File: src/rtl/prism_aux_engine.sv
`default_nettype none
// prism_aux_engine: PRISM counter channels, variable-length shift register and sticky IRQ block.
// Build macro PRISM_AUX_CAPTURE_EN adds per-channel count capture registers at 0x40+4*i.
module prism_aux_engine #(
  parameter int NUM_CNT = 2,
  parameter int CNT_W   = 24,
  parameter int SHIFT_W = 16
) (
  input  logic               clk,
  input  logic               rst,
  input  logic               exec,
  input  logic [NUM_CNT-1:0] cnt_load,
  input  logic [NUM_CNT-1:0] cnt_step,
`ifdef PRISM_AUX_CAPTURE_EN
  input  logic [NUM_CNT-1:0] cnt_capture,
  input  logic [6:0]         address,
`else
  input  logic [5:0]         address,
`endif
  input  logic               shift_en,
  input  logic               shift_in,
  input  logic [31:0]        data_in,
  input  logic [1:0]         data_write_n,
  output logic [31:0]        data_out,
  output logic [NUM_CNT-1:0] cnt_flag,
  output logic               shift_done,
  output logic               shift_out,
  output logic               irq
);

`ifdef PRISM_AUX_CAPTURE_EN
  // The capture window at 0x40 needs one offset bit beyond the base register map.
  localparam int ADDR_W = 7;
`else
  localparam int ADDR_W = 6;
`endif

  localparam logic [ADDR_W-1:0] A_CFG    = ADDR_W'(8'h00);
  localparam logic [ADDR_W-1:0] A_STATUS = ADDR_W'(8'h04);
  localparam logic [ADDR_W-1:0] A_IRQEN  = ADDR_W'(8'h08);
  localparam logic [ADDR_W-1:0] A_SDATA  = ADDR_W'(8'h0C);
  localparam logic [CNT_W-1:0]  CNT_ONE  = CNT_W'(1);
  localparam logic [4:0]        LEN_MAX  = 5'(SHIFT_W - 1);

  logic [NUM_CNT-1:0] mode;
  logic               shift_dir;
  logic [4:0]         len_raw;
  logic [4:0]         len_m1;

  logic [NUM_CNT-1:0] cnt_status;
  logic [NUM_CNT-1:0] cnt_irq_en;
  logic [NUM_CNT-1:0] cnt_evt;
  logic [NUM_CNT-1:0] cnt_clr;
  logic               shift_status;
  logic               shift_irq_en;
  logic               shift_clr;

  logic [CNT_W-1:0]   preload [NUM_CNT];
  logic [CNT_W-1:0]   compare [NUM_CNT];
  logic [CNT_W-1:0]   count   [NUM_CNT];

  logic [SHIFT_W-1:0] shift_data;
  logic [SHIFT_W-1:0] shift_next;
  logic [SHIFT_W-1:0] shift_left;
  logic [SHIFT_W-1:0] shift_right;
  logic               shift_top;
  logic [4:0]         bit_cnt;
  logic               shift_act;
  logic               shift_wrap;

  logic               wr_en;
  logic               wr_cfg;
  logic               wr_status;
  logic               wr_irqen;
  logic               wr_sdata;
  logic               unused_bits;

  assign wr_en     = (data_write_n == 2'b10);
  assign wr_cfg    = wr_en && (address == A_CFG);
  assign wr_status = wr_en && (address == A_STATUS);
  assign wr_irqen  = wr_en && (address == A_IRQEN);
  assign wr_sdata  = wr_en && (address == A_SDATA);

  assign cnt_clr   = wr_status ? data_in[NUM_CNT-1:0] : '0;
  assign shift_clr = wr_status && data_in[8];

  assign len_m1     = (len_raw > LEN_MAX) ? LEN_MAX : len_raw;
  assign shift_act  = exec && shift_en;
  assign shift_wrap = (bit_cnt == len_m1);

  assign unused_bits = ^data_in;

  // ---------------------------------------------------------------- counters
  always_comb begin
    cnt_flag = '0;
    cnt_evt  = '0;
    for (int i = 0; i < NUM_CNT; i++) begin
      cnt_flag[i] = mode[i] ? (count[i] == compare[i]) : (count[i] == '0);
      // Down mode fires only on the 1->0 step; saturated steps at 0 stay silent.
      cnt_evt[i]  = exec && cnt_step[i] && !cnt_load[i] &&
                    (mode[i] ? (count[i] == compare[i]) : (count[i] == CNT_ONE));
    end
  end

  always_ff @(posedge clk or posedge rst) begin
    if (rst) begin
      for (int i = 0; i < NUM_CNT; i++) begin
        preload[i] <= '0;
        compare[i] <= '0;
        count[i]   <= '0;
      end
    end else begin
      for (int i = 0; i < NUM_CNT; i++) begin
        if (wr_en && (address == ADDR_W'(32 + 8 * i))) preload[i] <= data_in[CNT_W-1:0];
        if (wr_en && (address == ADDR_W'(36 + 8 * i))) compare[i] <= data_in[CNT_W-1:0];
        if (exec) begin
          if (cnt_load[i] && cnt_step[i]) begin
            count[i] <= '0;
          end else if (cnt_load[i]) begin
            count[i] <= preload[i];
          end else if (cnt_step[i]) begin
            if (mode[i]) begin
              count[i] <= (count[i] == compare[i]) ? '0 : count[i] + CNT_ONE;
            end else if (count[i] != '0) begin
              count[i] <= count[i] - CNT_ONE;
            end
          end
        end
      end
    end
  end

`ifdef PRISM_AUX_CAPTURE_EN
  logic [CNT_W-1:0] capture [NUM_CNT];

  always_ff @(posedge clk or posedge rst) begin
    if (rst) begin
      for (int i = 0; i < NUM_CNT; i++) capture[i] <= '0;
    end else begin
      for (int i = 0; i < NUM_CNT; i++) begin
        if (exec && cnt_capture[i]) capture[i] <= count[i];
      end
    end
  end
`endif

  // ----------------------------------------------------------- shift register
  assign shift_left  = {shift_data[SHIFT_W-2:0], shift_in};
  assign shift_right = shift_data >> 1;

  always_comb begin
    shift_next = '0;
    shift_top  = 1'b0;
    for (int b = 0; b < SHIFT_W; b++) begin
      if (5'(b) == len_m1) shift_top = shift_data[b];
      if (5'(b) <= len_m1) begin
        if (shift_dir) shift_next[b] = (5'(b) == len_m1) ? shift_in : shift_right[b];
        else           shift_next[b] = shift_left[b];
      end
    end
  end

  assign shift_out = shift_dir ? shift_data[0] : shift_top;

  always_ff @(posedge clk or posedge rst) begin
    if (rst) begin
      shift_data <= '0;
      bit_cnt    <= '0;
      shift_done <= 1'b0;
    end else begin
      if (wr_sdata)       shift_data <= data_in[SHIFT_W-1:0];
      else if (shift_act) shift_data <= shift_next;

      if (wr_cfg)         bit_cnt <= '0;
      else if (shift_act) bit_cnt <= shift_wrap ? 5'd0 : bit_cnt + 5'd1;

      shift_done <= shift_act && shift_wrap;
    end
  end

  // ------------------------------------------------ config, status and IRQ
  always_ff @(posedge clk or posedge rst) begin
    if (rst) begin
      mode         <= '0;
      shift_dir    <= 1'b0;
      len_raw      <= '0;
      cnt_irq_en   <= '0;
      shift_irq_en <= 1'b0;
      cnt_status   <= '0;
      shift_status <= 1'b0;
      irq          <= 1'b0;
    end else begin
      if (wr_cfg) begin
        mode      <= data_in[NUM_CNT-1:0];
        shift_dir <= data_in[8];
        len_raw   <= data_in[20:16];
      end
      if (wr_irqen) begin
        cnt_irq_en   <= data_in[NUM_CNT-1:0];
        shift_irq_en <= data_in[8];
      end
      // A hardware set wins over a same-cycle W1C.
      cnt_status   <= (cnt_status & ~cnt_clr) | cnt_evt;
      shift_status <= (shift_status && !shift_clr) || (shift_act && shift_wrap);
      irq          <= (|(cnt_status & cnt_irq_en)) || (shift_status && shift_irq_en);
    end
  end

  // --------------------------------------------------------------- read mux
  always_comb begin
    data_out = 32'd0;
    if (address == A_CFG) begin
      data_out[NUM_CNT-1:0] = mode;
      data_out[8]           = shift_dir;
      data_out[20:16]       = len_raw;
    end
    if (address == A_STATUS) begin
      data_out[NUM_CNT-1:0] = cnt_status;
      data_out[8]           = shift_status;
    end
    if (address == A_IRQEN) begin
      data_out[NUM_CNT-1:0] = cnt_irq_en;
      data_out[8]           = shift_irq_en;
    end
    if (address == A_SDATA) data_out[SHIFT_W-1:0] = shift_data;
    for (int i = 0; i < NUM_CNT; i++) begin
      if (address == ADDR_W'(32 + 8 * i)) data_out[CNT_W-1:0] = preload[i];
      if (address == ADDR_W'(36 + 8 * i)) data_out[CNT_W-1:0] = count[i];
`ifdef PRISM_AUX_CAPTURE_EN
      if (address == ADDR_W'(64 + 4 * i)) data_out[CNT_W-1:0] = capture[i];
`endif
    end
  end

endmodule
`default_nettype wire

File: config.mk
export PLATFORM = sky130hd
export DESIGN_NAME = prism_aux_engine
export DESIGN_NICKNAME = d
export VERILOG_FILES = /design/src/rtl/prism_aux_engine.sv
export SDC_FILE = /design/constraint.sdc
export NUM_CORES = 1
export LEC_CHECK = 0
export ABC_CLOCK_PERIOD_IN_PS = 17900
export CAP_MARGIN = 20
export CORE_MARGIN = 1.5
export CORE_UTILIZATION = 47
export CTS_CLUSTER_DIAMETER = 200
export DETAILED_ROUTE_END_ITERATION = 10
export GPL_ROUTABILITY_DRIVEN = 1
export GPL_TIMING_DRIVEN = 0
export HOLD_SLACK_MARGIN = 0.06
export PLACE_DENSITY_LB_ADDON = 0.15
export SYNTH_ARGS = -nofsm -noshare
export SYNTH_HDL_FRONTEND = slang
export SYNTH_SLANG_ARGS = --single-unit
File: constraint.sdc
create_clock -name clk -period 17.9 [get_ports clk]
set_clock_uncertainty 0.15 [all_clocks]
set_input_delay 2.685 -clock clk [delete_from_list [all_inputs] [get_ports clk]]
set_output_delay 2.685 -clock clk [all_outputs]
set_load 0.1 [all_outputs]
==> flow_summary.yaml <==
setup_path:
  critPathKind: "primary input to output pin"
  reg2regPathDepth: 7
  crit_cells: 8
  crit_path_max_fanout: 10
  cp-end-kind: "output pin"
  crit_top_cell: "clkdlybuf4s50_1"
  cp_slowest_stage_delay_ns: 1.18
  arrival_ns: 6.55
  cp-start-kind: "primary input"
  path_cells: "clkdlybuf4s50_1, nor3_1, nand2_1, nor2_1, buf_1, o21ai_0, a31oi_1, clkdlybuf4s50_1"
  cp_num_buf_inv: 3
  crit_family: "buffers and inverters"
  cpMaxStageDelayCell: "clkdlybuf4s50_1"
  crit_required_ns: 15.07
job:
  cap_violations: 0
grt:
  grt_max_degree: 117
  grt.total_usage_pct: 35.9
  antenna_found_initial: 1
  overflow: 0
  grt_pass1_vias: 10900
  grt_pass1_wl_um: 70500
finish:
  syn2layout_area_growth_pct: 14.6
  fin_nets: 1499
  final_util_pct: 55.0
  stdcell_count: 1784
  ff_latch_area_um2: 4530
  layout-drive-gt1-share_pct: 13.1
  fill_cells: 2368
  multi_input_area_um2: 6990
  diodes: 0
floorplan:
  die_h_um: 164
  start_util_pct: 48.0
  coreArea_um2: 25300
  io_pins: 86
  fp-row-count: 58
  die_x_um: 164
  die_area_um2: 26800
placement:
  gp_congestion: 0.961
  hpwlAfterDp_um: 35000
  dpl.cell_count: 1750
  portBuffers: 65
sta:
  max_freq_mhz: 107
  drv_slew: 0
  slew_headroom_pct: 22.8
  worst_pin_slew_ns: 1.15
  fin_crit_sh_pct: 52.4
  fin_tns_setup_ns: 0
  setup_viol: 0
  final_hold_viol_count: 0
  rsz0062_at_grt: "false"
  period_minus_slack_ns: 9.38
worst_hold_path:
  min_path_cells: 1
  hold_class: "flop to flop"
power_and_ir_drop:
  powerDensity_nw_per_um2: 98.3
  p_leak_nw: 5.79
  vdd_drop_max_mv: 0.0658
clock_network:
  clockBufferDepth: 2
  path_clk_slew_ns: 0.07
  cts_root_buffer: "clkbuf_16"
  cts_buffers: 17
  cts_tree: "built"
  cts_resized: 0
  postCtsHoldBufs: 0
  postCtsSetupBuffers: 0
  clk_latency_ns: 0.45
  cts.sinks: 181
  htreeDepth: 4
run_status:
  status: "finished clean"
synthesis:
  ys_ff_latch: 181
  synth_commonest_cells: "181 x dfrtp_1, 126 x nand2_1, 109 x mux2_2"
  syn_area_per_cell_um2: 9.02
  async_flop_share_pct: 100
  yosysSeqAreaShare_pct: 37.4
  yosysWarningCount: 0
  netlist_area_um2: 12100
  synth_cell_types: 78
  synth_top_cell_by_area: "dfrtp_1"
  synth.top_cells.by_area: "dfrtp_1 37%, mux2_2 10%, xnor2_1 5.2%"
  ys.flop_type: "dfrtp_1"
  synth_edf_count: 0
  synth_cells: 1344
  synth_most_common_cell: "dfrtp_1"
  synth_top_cell_area_share_pct: 37.4
route:
  drt-total-wl_um: 47000
  num_vias: 11600
  drc: 0
  dr.pass1.iters: 6
  antenna_left: 0
  avgViaCountPerCell: 6.49
  routedWlPerCell_um: 26.4
  drtIter0Drc: 1303
report_power, final:
group	switching (mW)	internal, mW	leakage (nW)
clock network	0.178	0.231	0.298
logic	0.300	0.160	3.05
registers	0.0429	0.455	2.44
placed cells by master (no fill, tap or decap), types with 8 or more instances in the layout:
master	netlist	final
dfrtp_1	181	181
nand2_1	126	126
mux2_2	109	109
clkbuf_1	99	99
nor2_1	89	89
o21ai_0	83	83
xnor2_1	72	72
clkdlybuf4s50_1	0	65
a21oi_1	61	61
nand3_1	41	41
nand4_1	41	41
a22oi_1	41	41
mux2i_1	31	31
nor3_1	28	28
a31oi_1	26	26
xor2_1	26	26
nor4_1	20	20
inv_1	19	18
and2_1	17	17
clkbuf_16	0	17
or3_1	13	13
and3_1	12	12
o31ai_1	12	12
buf_2	8	11
o211ai_1	11	11
buf_4	10	10
and4_1	9	9
a221oi_1	9	9
ha_1	9	9
buf_1	8	8
conb_1	1	8
worst register-to-register path: cells and delay by family (launching register included):
kind | cells | cell delay, ns
AND/OR/NAND/NOR | 3 | 1.35
AO/OA/AOI/OAI | 3 | 1.29
buffers and inverters | 1 | 0.26
flip-flops | 1 | 0.38
metrics by stage:
| step | power, mW | hold slack [ns] | worst slack [ns] | cell area, um^2 |
|---|---|---|---|---|
| 6_report | 1.37 | 0.378 | 8.52 | 13900 |
| 5_1_grt | 1.42 | 0.394 | 8.47 | 13900 |
| 4_1_cts | 1.35 | 0.377 | 8.17 | 13900 |
| 3_5_place_dp | 0.949 | 0.365 | 8.18 | 13300 |
| 3_3_place_gp | 0.945 | 0.348 | 7.28 | 13200 |
| 2_1_floorplan | 0.808 | 0.316 | 9.22 | 12200 |
final cells by class:
type | count | share of cell area (%)
inverters | 19 | 0.567
clock buffers | 20 | 3.36
flip-flops and latches | 181 | 32.6
repair buffers | 71 | 5.10
clock inverters | 12 | 1.08
well taps | 330 | 2.97
multi-input cells | 1022 | 50.3
plain buffers | 129 | 4.04
logic make-up after synthesis:
group	Yosys count	synth area share, %
other	1	0.0309
xor gates and xnor gates	98	7.08
DFF	181	37.4
muxes	143	13.1
and+or+nand+nor	442	18.5
buffers and inverters	148	5.22
AOI/OAI and AO/OA	322	17.7
adders and majority gates	9	0.929
final timing paths:
check | end | slack, ns | from
worst max register to register | count[1] | 14.35 | count[10]
min in group asynchronous | count[22] | 2.55 | rst
max in group asynchronous | compare[31] | 14.07 | rst
worst min register to register | compare[13] | 0.38 | compare[13]
worst max-delay path | data_out[11] | 8.52 | address[4]
worst min-delay path | compare[13] | 0.38 | compare[13]
per-layer routing:
| metal | wire length (um) | track usage, % |
|---|---|---|
| met5 | 0 | 0 |
| met2 | 22400 | 58.5 |
| met4 | 1740 | 13.8 |
| met1 | 19100 | 47.3 |
| met3 | 3770 | 6.40 |
state kept, by name, indices dropped and copies added, names as in the netlist:
name	flops
shift_done	1
shift_status	1
cnt_status	2
len_raw	5
count	48
bit_cnt	5
mode	2
irq	1
cnt_irq_en	2
shift_irq_en	1
compare	48
preload	48
shift_dir	1
shift_data	16
Note: power is estimated with default switching activity, not from simulation.
